[src/rtl/serial_subtractor_pkg.sv]
// Shared definitions for the bit-serial subtractor: FSM states and width limits.
package serial_subtractor_pkg;

    typedef enum logic {
        IDLE = 1'b0,
        RUN  = 1'b1
    } state_t;

    localparam int MAX_WIDTH = 64;

endpackage

[src/rtl/serial_subtractor_full_subtractor.sv]
// One-bit full subtractor built from two half subtractors.
// Latency: combinational. Backpressure: none.
module half_subtractor (
    input  logic a,
    input  logic b,
    output logic d,
    output logic bout
);
    assign d    = a ^ b;
    assign bout = ~a & b;
endmodule

module full_subtractor (
    input  logic a,
    input  logic b,
    input  logic bin,
    output logic d,
    output logic bout
);
    logic d1;
    logic b1;
    logic b2;

    half_subtractor u_hs0 (.a(a),  .b(b),   .d(d1), .bout(b1));
    half_subtractor u_hs1 (.a(d1), .b(bin), .d(d),  .bout(b2));

    assign bout = b1 | b2;
endmodule

[src/rtl/serial_subtractor.sv]
// Bit-serial a - b - bin, one bit per clock LSB first through a single cell.
// Latency: WIDTH cycles from accepted start to a one-cycle done pulse.
// Backpressure: start is ignored while busy; accepted again in the done cycle.
module serial_subtractor
    import serial_subtractor_pkg::*;
#(
    parameter int WIDTH = 8
) (
    input  logic             clk,
    input  logic             rst_n,
    input  logic             start,
    input  logic [WIDTH-1:0] a,
    input  logic [WIDTH-1:0] b,
    input  logic             bin,
    output logic             busy,
    output logic             done,
    output logic [WIDTH-1:0] diff,
    output logic             bout,
    output logic             ovf
);
    localparam int CW = (WIDTH > 1) ? $clog2(WIDTH) : 1;
    localparam logic [CW-1:0] LAST = CW'(WIDTH - 1);

    generate
        if (WIDTH < 2 || WIDTH > MAX_WIDTH) begin : g_bad_width
            $error("serial_subtractor: WIDTH out of range");
        end
    endgenerate

    state_t           state;
    logic [WIDTH-1:0] sa;
    logic [WIDTH-1:0] sb;
    logic             br;
    logic [CW-1:0]    cnt;
    logic             a_msb;
    logic             b_msb;
    logic             d;
    logic             bo;

    full_subtractor u_fs (
        .a    (sa[0]),
        .b    (sb[0]),
        .bin  (br),
        .d    (d),
        .bout (bo)
    );

    always_ff @(posedge clk or negedge rst_n) begin
        if (!rst_n) begin
            state <= IDLE;
            sa    <= '0;
            sb    <= '0;
            br    <= 1'b0;
            cnt   <= '0;
            a_msb <= 1'b0;
            b_msb <= 1'b0;
            busy  <= 1'b0;
            done  <= 1'b0;
            diff  <= '0;
            bout  <= 1'b0;
            ovf   <= 1'b0;
        end else begin
            done <= 1'b0;
            case (state)
                IDLE: begin
                    if (start) begin
                        sa    <= a;
                        sb    <= b;
                        br    <= bin;
                        cnt   <= '0;
                        a_msb <= a[WIDTH-1];
                        b_msb <= b[WIDTH-1];
                        diff  <= '0;
                        bout  <= 1'b0;
                        ovf   <= 1'b0;
                        busy  <= 1'b1;
                        state <= RUN;
                    end
                end
                RUN: begin
                    diff <= {d, diff[WIDTH-1:1]};
                    sa   <= sa >> 1;
                    sb   <= sb >> 1;
                    br   <= bo;
                    cnt  <= cnt + 1'b1;
                    // The last processed bit is the result MSB, so d is its sign.
                    if (cnt == LAST) begin
                        bout  <= bo;
                        ovf   <= (a_msb != b_msb) && (d != a_msb);
                        done  <= 1'b1;
                        busy  <= 1'b0;
                        state <= IDLE;
                    end
                end
                default: state <= IDLE;
            endcase
        end
    end

endmodule

[config.mk]
export PLATFORM = sky130hd
export DESIGN_NAME = serial_subtractor
export DESIGN_NICKNAME = d
export VERILOG_FILES = /design/src/rtl/serial_subtractor_pkg.sv /design/src/rtl/serial_subtractor_full_subtractor.sv /design/src/rtl/serial_subtractor.sv
export SDC_FILE = /design/constraint.sdc
export NUM_CORES = 1
export LEC_CHECK = 0
export CAP_MARGIN = 15
export CORE_ASPECT_RATIO = 1.25
export CORE_MARGIN = 10
export CORE_UTILIZATION = 40
export DETAILED_ROUTE_END_ITERATION = 10
export HOLD_SLACK_MARGIN = 0.15
export PLACE_DENSITY = 0.64
export RECOVER_POWER = 25
export SLEW_MARGIN = 20
export SYNTH_ARGS = -nofsm -noshare
export SYNTH_HDL_FRONTEND = slang
export SYNTH_SLANG_ARGS = --single-unit
export TNS_END_PERCENT = 10
[constraint.sdc]
create_clock -name clk -period 1.95 [get_ports clk]
set_clock_uncertainty 0.05 [all_clocks]
set_input_delay 0.2925 -clock clk [delete_from_list [all_inputs] [get_ports clk]]
set_output_delay 0.2925 -clock clk [all_outputs]
set_load 0.01 [all_outputs]
==> out/results.ini <==
[final_layout]
n_antenna_cell=0
nNetsFinal=193
drive_above_1_share_pct=8.82
fin_util_pct=52.7
syn_to_final_growth_pct=27.3
stdcell_count=210

[timing]
setup_tns_ns=0
slew_violations=0
setup_slack_ns=0.220
fmax_mhz=578
period_needed_ns=1.73
rsz0062_at_grt=false
relSlewSlack_pct=43.6
timing.final.crit_share_pct=88.7
hold_viol=0
max_slew.worst_pin.slew_ns=0.845
final-setup-viol-count=0

[clock_network]
clkTransAtPathRegs_ns=0.07
cts_sinks=35
cts.htree.levels=2
clk_path_buf_depth=2
postCtsResizedCells=0
cts_made_buffers=5
insertion_delay_ns=0.28
cts_tree=done
postCtsHoldBufs=0
post_cts_buffers=0
clockRootBuffer=clkbuf_8

[synthesis]
yosysWarnings=0
async_reset_ff_share_pct=100
ys_types=25
synth_common_cells=dfrtp_1, nand2_1, o21ai_0
yosysTopAreaCellShare_pct=56.4
synth-edff-count=0
yosysSeqAreaShare_pct=56.4
syn_inst=137
synth_top_cell_by_area=dfrtp_1
synth_area_leaders=dfrtp_1, mux2i_1, o21ai_0
synth_area_um2=1550
synth_most_common_cell=dfrtp_1
synth.net_count=160
synth.avg_cell_area_um2=11.3
ys.flop_type=dfrtp_1
ys_ff_latch=35

[floorplan]
coreArea_um2=3750
die_y_um=89.7
rows=25
die-area_um2=6790
start_util_pct=41.4
io_pins=32
die_w_um=75.8

[critical_path]
crit_required_ns=2.13
cp-end-kind=flop
crit_type=flop to flop
r2r_slack_ns=0.22
crit_buf_inv=1
critPathLaunchType=flop
worst_ep_arrival_time_ns=1.91
critical-path-max-stage-delay_ns=0.44
crit_family=adder cells
worst_path_max_delay_cell=fa_1
path_max_fanout=3
path_cells=inv_1 > fa_1 > or3b_1 > a31oi_1 > a22o_2

[min_path]
hold_class=flop to flop

[drt]
drc=0
wl_mm=3.09
via_per_inst=5.07
vias=1065
drt_iter0_drc=87
wire_per_inst_um=14.7
dr.pass1.iters=4
final_antenna_net_count=0

[place]
place_congestion=0.701
dp_slack_ns=0.241
place_hpwl_mm=2.26
port_buffers=31
dp_cells=203

[grt]
met1_usage_pct=11.2
grt_usage_pct=10.1
grt_use_met2_pct=16.6
busiest_layer=met2
grt_antenna_before_repair=0
grt_pass1_wl_mm=5.24
overflow=0
grt_pass1_vias=1141
met3_usage_pct=3.74
grt_max_degree=39

[pwr]
power_density_nw_per_um2=1430
vdd_drop_max_uv=534
leakage_nw=0.906

[flow_run]
drv_cap=0

[run_status]
status=finished clean

==> metrics by stage <==
stage / power (W) / hold slack (ns) / cell area [um^2]
after floorplan: 0.00192 / -0.0531 / 1550
after global placement: 0.00229 / 0.414 / 1890
after detailed placement: 0.00235 / 0.426 / 1890
after CTS: 0.00288 / 0.377 / 1980
after global routing: 0.00308 / 0.469 / 1980
final: 0.00283 / 0.436 / 1980
==> state kept, by name (all words and copies together) (netlist names) <==
name	cells
sa	8
done	1
a_msb	1
br	1
busy	1
sb	8
diff	8
b_msb	1
cnt	3
ovf	1
bout	1
state	1
==> worst register-to-register path, stage by stage (launching register included) <==
cell and delay, ns:
dfrtp_1 0.39, inv_1 0.08, fa_1 0.44, or3b_1 0.38
a31oi_1 0.18, a22o_2 0.15
==> layout make-up <==
| class | count | area (um^2) |
|---|---|---|
| clock buffer | 6 | 82.6 |
| clock inverter | 1 | 5.00 |
| fill | 350 | 1780 |
| inverter | 4 | 15.0 |
| multi-input combinational | 89 | 599 |
| sequential | 35 | 876 |
| tap | 40 | 50.0 |
| timing repair buffer | 35 | 350 |
==> layer usage <==
metal | up-vias | part of all wire [%]
met5 | - | 0
met4 | 0 | 1.2
met3 | 2 | 6.1
met2 | 25 | 51
met1 | 508 | 42
li1 | 530 | -
==> path summary, 6_finish.rpt <==
kind                       endpoint  start  depth (start not counted)
max                             ovf  sb[0]                          5
min                           sa[1]  sa[2]                          2
max reg2reg                     ovf  sb[0]                          5
min reg2reg                   sa[1]  sa[2]                          2
max in group asynchronous     sa[4]  rst_n                          2
min in group asynchronous   diff[6]  rst_n                          2
==> logic make-up (layout without fill, tap and decap cells) <==
logic type	after synthesis	after routing	share of synthesized area, %
simple gates	36	36	10.9
flops	35	35	56.4
compound gates	30	30	11.8
mux	20	20	13.0
buf+inv	13	46	5.07
fa+ha+maj	3	3	2.90
==> power breakdown <==
part,switching [W],internal (W),total (W)
clock network,0.000249,0.000277,0.000526
registers,0.000183,0.00103,0.00121
logic,0.000504,0.000586,0.00109
==> cell usage in the layout, fill, tap and decap left out, drive strengths merged <==
master | netlist | final
a211oi | 1 | 1
clkinv | 0 | 1
mux2 | 2 | 2
a22o | 7 | 7
or3b | 1 | 1
buf | 8 | 3
and2 | 1 | 1
ha | 2 | 2
clkdlybuf4s50 | 0 | 30
mux2i | 18 | 18
o21ai | 19 | 19
dfrtp | 35 | 35
nand2b | 7 | 7
a31oi | 1 | 1
fa | 1 | 1
nand3b | 1 | 1
o22ai | 1 | 1
nand2 | 19 | 19
nor2b | 1 | 1
a21oi | 1 | 1
clkbuf | 1 | 7
dlygate4sd3 | 0 | 1
inv | 4 | 4
nor2 | 6 | 6
No activity file was read; power rests on OpenSTA's default activity.
